$ cat config.mk
export PLATFORM = sky130hd
export DESIGN_NAME = pipeline_hazard_ctrl
export DESIGN_NICKNAME = d
export VERILOG_FILES = /design/src/rtl/hazard_pkg.sv /design/src/rtl/hazard_lu_detect.sv /design/src/rtl/pipeline_hazard_ctrl.sv
export SDC_FILE = /design/constraint.sdc
export NUM_CORES = 1
export LEC_CHECK = 0
export ABC_AREA = 1
export CORE_AREA = 2 2 43 45
export CTS_CLUSTER_DIAMETER = 40
export DETAILED_ROUTE_END_ITERATION = 6
export DIE_AREA = 0 0 45 47
export HOLD_SLACK_MARGIN = 0.08
export PLACE_DENSITY = 0.78
export SYNTH_ARGS = -nofsm -noshare
export SYNTH_HDL_FRONTEND = slang
export SYNTH_SLANG_ARGS = --single-unit
$ cat constraint.sdc
create_clock -name clk_i -period 2.68 [get_ports clk_i]
set_input_delay 0.536 -clock clk_i [delete_from_list [all_inputs] [get_ports clk_i]]
set_output_delay 0.536 -clock clk_i [all_outputs]
set_load 0.01 [all_outputs]
$ cat src/rtl/hazard_pkg.sv
// Shared types and constants for the pipeline hazard controller.
// Register-address width, the x0 address and the controller state encoding.
package hazard_pkg;

  localparam int unsigned REG_ADDR_W = 5;
  localparam logic [REG_ADDR_W-1:0] REG_ZERO = 5'd0;

  typedef enum logic [1:0] {
    StRun,
    StMemWait,
    StFault
  } state_e;

endpackage

$ cat src/rtl/hazard_lu_detect.sv
// Combinational load-use hazard comparator: a load in ID/EX whose destination
// is read by the IF/ID instruction. x0 never creates a hazard.
module hazard_lu_detect
  import hazard_pkg::*;
(
  input  logic                  mem_read_i,
  input  logic [REG_ADDR_W-1:0] rd_addr_i,
  input  logic [REG_ADDR_W-1:0] rs1_addr_i,
  input  logic [REG_ADDR_W-1:0] rs2_addr_i,
  output logic                  stall_o
);

  assign stall_o = mem_read_i && (rd_addr_i != REG_ZERO) &&
                   ((rd_addr_i == rs1_addr_i) || (rd_addr_i == rs2_addr_i));

endmodule

$ cat src/rtl/pipeline_hazard_ctrl.sv
// Stall/flush controller for the 5-stage pipeline: load-use bubbles, branch redirect,
// data-memory freeze with timeout fault. Define HAZARD_CTRL_PERF_EN for event counters.
module pipeline_hazard_ctrl
  import hazard_pkg::*;
#(
  parameter int unsigned MEM_TIMEOUT = 16,
  parameter int unsigned CNT_W       = 5
) (
  input  logic                  clk_i,
  input  logic                  rst_i,
  input  logic                  IDEX_MemRead_i,
  input  logic [REG_ADDR_W-1:0] IDEX_RDaddr_i,
  input  logic [REG_ADDR_W-1:0] IFID_RS1addr_i,
  input  logic [REG_ADDR_W-1:0] IFID_RS2addr_i,
  input  logic                  EXMEM_Branch_i,
  input  logic                  EXMEM_Zero_i,
  input  logic                  dmem_busy_i,
  output logic                  PCWrite_o,
  output logic                  PCSrc_o,
  output logic                  IFID_Write_o,
  output logic                  IFID_Flush_o,
  output logic                  IDEX_Flush_o,
  output logic                  EXMEM_Flush_o,
  output logic                  Pipe_Hold_o,
  output logic                  fault_o
`ifdef HAZARD_CTRL_PERF_EN
  ,
  output logic [31:0]           perf_lu_stall_o,
  output logic [31:0]           perf_flush_o,
  output logic [31:0]           perf_mem_wait_o
`endif
);

  localparam logic [CNT_W-1:0] TimeoutCnt = CNT_W'(MEM_TIMEOUT);
  localparam logic [CNT_W-1:0] CntOne     = CNT_W'(1);
  localparam logic [CNT_W-1:0] CntMax     = '1;

  state_e           state_q, state_d;
  logic [CNT_W-1:0] cnt_q, cnt_d;
  logic             freeze;
  logic             lu_stall;
  logic             br_taken;

  hazard_lu_detect u_lu_detect (
    .mem_read_i (IDEX_MemRead_i),
    .rd_addr_i  (IDEX_RDaddr_i),
    .rs1_addr_i (IFID_RS1addr_i),
    .rs2_addr_i (IFID_RS2addr_i),
    .stall_o    (lu_stall)
  );

  assign br_taken = EXMEM_Branch_i & EXMEM_Zero_i;

  always_ff @(posedge clk_i or posedge rst_i) begin
    if (rst_i) begin
      state_q <= StRun;
      cnt_q   <= '0;
    end else begin
      state_q <= state_d;
      cnt_q   <= cnt_d;
    end
  end

  // Next state; counter tracks consecutive busy cycles including the first one seen in RUN.
  always_comb begin
    state_d = state_q;
    cnt_d   = cnt_q;
    freeze  = 1'b0;
    unique case (state_q)
      StRun: begin
        if (dmem_busy_i) begin
          freeze  = 1'b1;
          cnt_d   = CntOne;
          state_d = (TimeoutCnt <= CntOne) ? StFault : StMemWait;
        end
      end
      StMemWait: begin
        if (dmem_busy_i) begin
          freeze  = 1'b1;
          cnt_d   = (cnt_q != CntMax) ? cnt_q + 1'b1 : cnt_q;
          state_d = (cnt_d >= TimeoutCnt) ? StFault : StMemWait;
        end else begin
          cnt_d   = '0;
          state_d = StRun;
        end
      end
      StFault: freeze = 1'b1;
      default: state_d = StRun;
    endcase
  end

  // Mealy output decode: reset > freeze > taken branch > load-use > normal.
  always_comb begin
    PCWrite_o     = 1'b1;
    PCSrc_o       = 1'b0;
    IFID_Write_o  = 1'b1;
    IFID_Flush_o  = 1'b0;
    IDEX_Flush_o  = 1'b0;
    EXMEM_Flush_o = 1'b0;
    Pipe_Hold_o   = 1'b0;
    if (rst_i) begin
      PCWrite_o     = 1'b0;
      IFID_Write_o  = 1'b0;
      IFID_Flush_o  = 1'b1;
      IDEX_Flush_o  = 1'b1;
      EXMEM_Flush_o = 1'b1;
    end else if (freeze) begin
      PCWrite_o    = 1'b0;
      IFID_Write_o = 1'b0;
      Pipe_Hold_o  = 1'b1;
    end else if (br_taken) begin
      PCSrc_o       = 1'b1;
      IFID_Flush_o  = 1'b1;
      IDEX_Flush_o  = 1'b1;
      EXMEM_Flush_o = 1'b1;
    end else if (lu_stall) begin
      PCWrite_o    = 1'b0;
      IFID_Write_o = 1'b0;
      IDEX_Flush_o = 1'b1;
    end
  end

  assign fault_o = (state_q == StFault);

`ifdef HAZARD_CTRL_PERF_EN
  logic [31:0] perf_lu_q, perf_br_q, perf_mw_q;
  logic        lu_ev;

  // A bubble is the only decode that flushes ID/EX without flushing EX/MEM.
  assign lu_ev = IDEX_Flush_o & ~EXMEM_Flush_o;

  always_ff @(posedge clk_i or posedge rst_i) begin
    if (rst_i) begin
      perf_lu_q <= '0;
      perf_br_q <= '0;
      perf_mw_q <= '0;
    end else begin
      perf_lu_q <= perf_lu_q + {31'd0, lu_ev};
      perf_br_q <= perf_br_q + {31'd0, PCSrc_o};
      perf_mw_q <= perf_mw_q + {31'd0, (state_q == StMemWait)};
    end
  end

  assign perf_lu_stall_o = perf_lu_q;
  assign perf_flush_o    = perf_br_q;
  assign perf_mem_wait_o = perf_mw_q;
`endif

endmodule

After elaboration in Yosys (flattened, before gate mapping)
Index checks and enable logic that the tools add are counted.

storage, ports and cells
  memories kept = 0
  ROM bits = 0
  bits in latches = 0
  RAM bits = 0
  logic and storage cells = 45
  bits of input ports = 21
  output and inout port bits = 8
  flip-flop bits (word level) = 7

operators by class
  reductions and logical operators = 9
  add/sub/neg operators = 1
  equality and inequality tests = 6
  divide/modulo/power cells = 0
  bitwise gates (word level) = 2
  shift operators = 0
  multiply operators = 0
  multiplexer cells = 24
  $lt $le $gt $ge = 1

operators by type and width
  operator               number
  $mux W1                15
  $mux W5                3
  $eq A5 B5 Y1           2
  $pmux W5 S2            1
  $mux W2                3
  $pmux W2 S3            1
  $add A5 B1 Y5 const B  1
  $ge A5 B5 Y1 const B   1
  $ne A5 B5 Y1 const B   1
  $reduce_bool A5 Y1     1
  $reduce_and A2 Y1      2
  $eq A2 B1 Y1 const B   1
  $eq A2 B2 Y1 const B   1
  $logic_and A1 B1 Y1    2
  $logic_not A2 Y1       1
  $ne A2 B2 Y1 const B   1
  $pmux W1 S2            1
  $reduce_bool A2 Y1     1
  $reduce_or A2 Y1       1
  $and A1 B1 Y1          1
  $logic_or A1 B1 Y1     1
  $not A1 Y1             1

Longest topological paths before layout
  depth after elaboration = 7
  depth in mapped cells = 10
  gate-level depth less buffers = 9

Modules after synthesis
A second synthesis with hierarchy kept.

second synthesis, totals
  cells, all modules = 114
  area total of the unflattened synthesis = 679.4 sq um

modules (own cells, without submodules)
  module                instances  cells each  area an instance (sq um)  sequential area each (sq um)
  pipeline_hazard_ctrl  1          69          484.2                     175.2
  hazard_lu_detect      1          45          195.2                     0.0

Least setup slack after synthesis
No wires, ideal clock.

  kind = input port to output port
  from = input IDEX_RDaddr_i[2]
  to = output PCWrite_o
  buffers on the path = 1
  cell stages on the path = 10
  arrival = 1.229 ns
  setup slack = 0.915 ns
  required time = 2.144 ns
  cells stage by stage = inv_1 -> nand2_1 -> nand2_1 -> nor2_1 -> nand3_1 -> nand2_1 -> nand2_1 -> nand2_1 -> nand2_1 -> buf_4

on the way
  cells in the longest elaborated chain, start to end = 7
  elaborated cells on any way between the ends = 10
  classes of those cells = 2 x eq/ne; 4 x mux; 4 x reduce/logical

ends and longest elaborated chain
  element                                                    line                                            source
  start: declaration                                         pipeline_hazard_ctrl.sv:12                      input logic [REG_ADDR_W-1:0] IDEX_RDaddr_i,
  $eq A5 B5 Y1 or $reduce_bool A5 Y1 (tied branches)         hazard_lu_detect.sv:14, hazard_lu_detect.sv:13
  $logic_or A1 B1 Y1 or $logic_and A1 B1 Y1 (tied branches)  hazard_lu_detect.sv:14, hazard_lu_detect.sv:13
  $logic_and A1 B1 Y1 *                                      hazard_lu_detect.sv:13                          assign stall_o = mem_read_i && (rd_addr_i != REG_ZERO) &&
  $mux W1 * (4 in a row)                                     n/a
  end: declaration                                           pipeline_hazard_ctrl.sv:18                      output logic PCWrite_o,

Mark *: on every way between the ends. The rest lies on a longest branch, timed or not.

Worst setup path after layout
  from = input IDEX_RDaddr_i[2]
  to = output IFID_Write_o

on the way
  cells in the longest elaborated chain, start to end = 7
  elaborated cells on any way between the ends = 10
  classes of those cells = 2 x eq/ne; 4 x mux; 4 x reduce/logical

ends and longest elaborated chain
  element                                                    line                                            source
  $eq A5 B5 Y1 or $reduce_bool A5 Y1 (tied branches)         hazard_lu_detect.sv:14, hazard_lu_detect.sv:13
  $logic_or A1 B1 Y1 or $logic_and A1 B1 Y1 (tied branches)  hazard_lu_detect.sv:14, hazard_lu_detect.sv:13
  $logic_and A1 B1 Y1 *                                      hazard_lu_detect.sv:13
  $mux W1 *                                                  pipeline_hazard_ctrl.sv:116                     end else if (lu_stall) begin
  $mux W1 *                                                  pipeline_hazard_ctrl.sv:111                     end else if (br_taken) begin
  $mux W1 *                                                  pipeline_hazard_ctrl.sv:107                     end else if (freeze) begin
  $mux W1 *                                                  pipeline_hazard_ctrl.sv:101                     if (rst_i) begin
  end: declaration                                           pipeline_hazard_ctrl.sv:20                      output logic IFID_Write_o,

Marked as above.

==> results_tabular.tex <==
\begin{tabular}{lr}
\hline
Metric & Value \\
\hline
\multicolumn{2}{l}{\textbf{Setup path}} \\
Category of the worst setup path capture point & primary output \\
Setup crit start & IDEX\_RDaddr\_i[2] \\
Critical Path, Cell by Cell & clkdlybuf4s50\_1 > inv\_1 > nand2\_1 > nand2\_1 > nor2\_1 > nand3\_1 > nand2\_1 > nand2\_1 > nand2\_1 > nand2\_1 > dlygate4sd2\_1 \\
Critical path data arrival time & 1950 ps \\
Critical path's top delay family & buffers and inverters \\
Depth of the worst register-to-register path & 6 \\
CP max FO & 3 \\
Required time at the endpoint of the critical path & 2140 ps \\
CP dominant cell by count & nand2\_1 \\
Critical register-to-register path startpoint & cnt\_q[1]\$\_DFFE\_PP0P\_ \\
Maximum cell stage delay along the critical path & 500 ps \\
Reg-to-reg setup timing slack & 1400 ps \\
Crit. path cell count & 11 \\
Cell type of the slowest stage on the worst timing path & clkdlybuf4s50\_1 \\
Type of element launching the critical path & primary input \\
Number of buffer and inverter stages on the critical path & 3 \\
Category of the most critical setup path & in -> out \\
\multicolumn{2}{l}{\textbf{Floorplan}} \\
Row Count & 15 \\
Die height & 47 um \\
Starting density of the core & 40.76\% \\
Horizontal die dimension & 45 um \\
I/O pin count & 29 \\
CORE AREA & 0.001652 sq mm \\
Die area & 0.002115 sq mm \\
\multicolumn{2}{l}{\textbf{Logic synthesis}} \\
Post-synthesis sequential area ratio & 26.02\% \\
Number of instances in the synthesized netlist & 108 \\
Number of library cell types mapped by synthesis & 20 \\
Netlist area before placement & 673.1 sq um \\
Total nets after synthesis & 130 \\
Post-synthesis average cell area & 6.233 sq um \\
Warnings, synthesis & 0 \\
Number of synthesized register bits & 7 \\
\multicolumn{2}{l}{\textbf{Pwr}} \\
Leakage power of the design & 0.5346 nW \\
Total Power Consumption & 0.3111 mW \\
Combinational share of power & 32.2\% \\
Net Sw Power & 0.08985 mW \\
Seq pwr share & 37.2\% \\
Total power per unit cell area & 316.0 mW/mm\^{}2 \\
Internal Pwr Total & 0.2213 mW \\
Proportion of power drawn by the clock network & 30.6\% \\
Largest vdd supply drop & 0.2164 mV \\
Share of total power consumed by net switching & 28.88\% \\
\multicolumn{2}{l}{\textbf{STA}} \\
Worst setup skew after layout & 5.885 ps \\
Final-report max-slew violation count & 0 \\
Period Utilization, post-route & 92.68\% \\
Time the final worst path needs with I/O delays and setup & 2484 ps \\
Max Freq & 402.6 MHz \\
Final count of hold timing violations & 0 \\
Worst-margin pin slew & 290.7 ps \\
RSZ-0062 raised after global routing & no \\
Worst slew slack as a fraction of its limit & 80.60\% \\
Final setup violation count & 0 \\
\multicolumn{2}{l}{\textbf{Detailed routing}} \\
Initial DRT Pass Iterations & 4 \\
Routed wirelength normalized by instance count & 9.439 um \\
Via density per instance & 4.665 \\
Number of routed nets with antenna violations & 0 \\
Total Wirelength & 1.463 mm \\
Starting DRT DRC Count & 9 \\
Drc violations & 0 \\
Via count & 723 \\
\multicolumn{2}{l}{\textbf{Final layout}} \\
Number of antenna diodes & 0 \\
Signed area change from the synthesized netlist to the final layout & 46.28\% \\
Fin area & 984.7 sq um \\
Fraction of layout instances using a drive strength above 1 & 13.77\% \\
Net count, final & 161 \\
Number of standard cells in the layout, taps in and fillers out & 155 \\
\multicolumn{2}{l}{\textbf{Global routing}} \\
Initial antenna violation count & 0 \\
Maximum number of pins on one net before global-route repair & 8 \\
Congestion Overflow GR & 0 \\
GRT Resource Usage Total & 15.76\% \\
Number of global-route vias before repair & 612 \\
Global-route wire length before repair & 2.470 mm \\
\multicolumn{2}{l}{\textbf{Min path}} \\
Startpoint of the lowest-slack hold path & cnt\_q[1]\$\_DFFE\_PP0P\_ \\
Path category of the worst min-delay check & reg -> reg \\
Hold path depth & 2 \\
\multicolumn{2}{l}{\textbf{Clock network}} \\
Setup bufs post-CTS & 0 \\
Number of gates given a new drive strength after cts & 3 \\
Clock root buffer & clkbuf\_4 \\
Clock sink count & 7 \\
TritonCTS buffer count & 3 \\
H-tree levels & 1 \\
Clock-pin slew on the worst setup and hold paths & 50 ps \\
Maximum root-to-sink buffer count & 2 \\
CTS tree & built \\
Clk\_lat worst skew & 250 ps \\
Hold buffer count at CTS & 0 \\
\multicolumn{2}{l}{\textbf{Flow run}} \\
Max Cap Viol & 0 \\
\multicolumn{2}{l}{\textbf{Status}} \\
Outcome & complete, no violations \\
\multicolumn{2}{l}{\textbf{Placement}} \\
Cell Area, Placed & 959.7 sq um \\
Dpl cells & 151 \\
Detailed-placement wirelength estimate & 1.263 mm \\
GP Congestion & 0.7846 \\
Port-buffer cells & 28 \\
\hline
\end{tabular}
==> through the flow <==
step / setup slack (ps) / hold slack [ps] / util, % / TNS, ps
after floorplan: 915.0 / 339.4 / - / 0
after global placement: -1.340 / 545.7 / 58.11 / -1.340
after detailed placement: -38.69 / 558.8 / 58.11 / -60.48
after CTS: 94.27 / 566.4 / 59.47 / 0
after global routing: 51.83 / 597.9 / 59.62 / 0
final: 196.2 / 564.2 / 59.62 / 0
==> worst register-to-register path: stages (launching register included) <==
cell and delay [ps]:
dfrtp_1 390, ha_1 230, nand3_2 110, nor2_4 160, inv_2 60, a21oi_1 120
o22ai_1 90
==> layout make-up <==
class | instances | area [sq um]
Clock buffer | 4 | 26.28
Multi-Input combinational cell | 73 | 385.4
Sequential cell | 7 | 175.2
Timing Repair Buffer | 28 | 279.0
Inverter | 26 | 97.59
Fill cell | 156 | 666.9
Tap cell | 17 | 21.27
==> synthesized netlist by cell type <==
cell | count | area (sq um)
nand2_1 | 33 | 123.9
nand3_2 | 1 | 10.01
xnor2_1 | 2 | 17.52
nand3_1 | 5 | 25.02
nor2_2 | 2 | 12.51
nand4_1 | 1 | 6.260
dfrtp_1 | 7 | 175.2
inv_1 | 21 | 78.83
o21ai_2 | 3 | 26.28
nor3_2 | 1 | 10.01
ha_1 | 1 | 12.51
o21ai_0 | 6 | 30.03
nor2_1 | 8 | 30.03
inv_2 | 5 | 18.77
nor2_4 | 3 | 33.78
a21oi_2 | 1 | 8.760
o22ai_1 | 1 | 6.260
xor2_1 | 2 | 17.52
a21oi_1 | 3 | 15.01
buf_4 | 2 | 15.01
==> sequential cells by signal, summed over array words and instances, names as in the netlist <==
name,count
cnt_q,5
state_q,2
==> path summary, 6_finish.rpt <==
kind | endpoint
setup / recovery | IFID_Write_o
hold / removal | cnt_q[1]$_DFFE_PP0P_
setup reg to reg | cnt_q[0]$_DFFE_PP0P_
hold reg to reg | cnt_q[1]$_DFFE_PP0P_
max in group asynchronous | cnt_q[1]$_DFFE_PP0P_
min in group asynchronous | state_q[0]$_DFFE_PP0P_
==> cells by family (layout without fill, tap and decap cells) <==
logic type                 Yosys count  in the layout  synth area share (%)
buffers and inverters               28             58                 16.73
AOI/OAI and AO/OA                   14             14                 12.83
adders and majority gates            1              1                 1.858
and+or+nand+nor                     54             54                 37.36
xor gates and xnor gates             4              4                 5.205
DFF                                  7              7                 26.02
==> cells in the final DEF, fill, tap and decap left out, types with 2 or more instances in the layout <==
master,n
a21oi_1,3
clkbuf_4,3
clkdlybuf4s50_1,24
dfrtp_1,7
dlygate4sd2_1,3
inv_1,21
inv_2,5
nand2_1,33
nand3_1,5
nor2_1,8
nor2_2,2
nor2_4,3
o21ai_0,6
o21ai_2,3
xnor2_1,2
xor2_1,2
==> power groups by stage <==
stage	Clock [mW]	Combinational (mW)	Sequential [mW]
global placement	0	0.101	0.117
detailed placement	0	0.104	0.118
finish	0.0953	0.100	0.116
CTS	0.101	0.101	0.116
floorplan	0	0.0520	0.117
global route	0.106	0.113	0.116
==> metal layers <==
metal  GRT usage [%]  up-vias  share of wire, %
met5               0        -                 0
met4           1.765        0                 0
li1                -      386                 -
met2           28.29       18                50
met3           4.615        0               5.4
met1           19.34      319                44
Power figures use the tool's default switching activity.
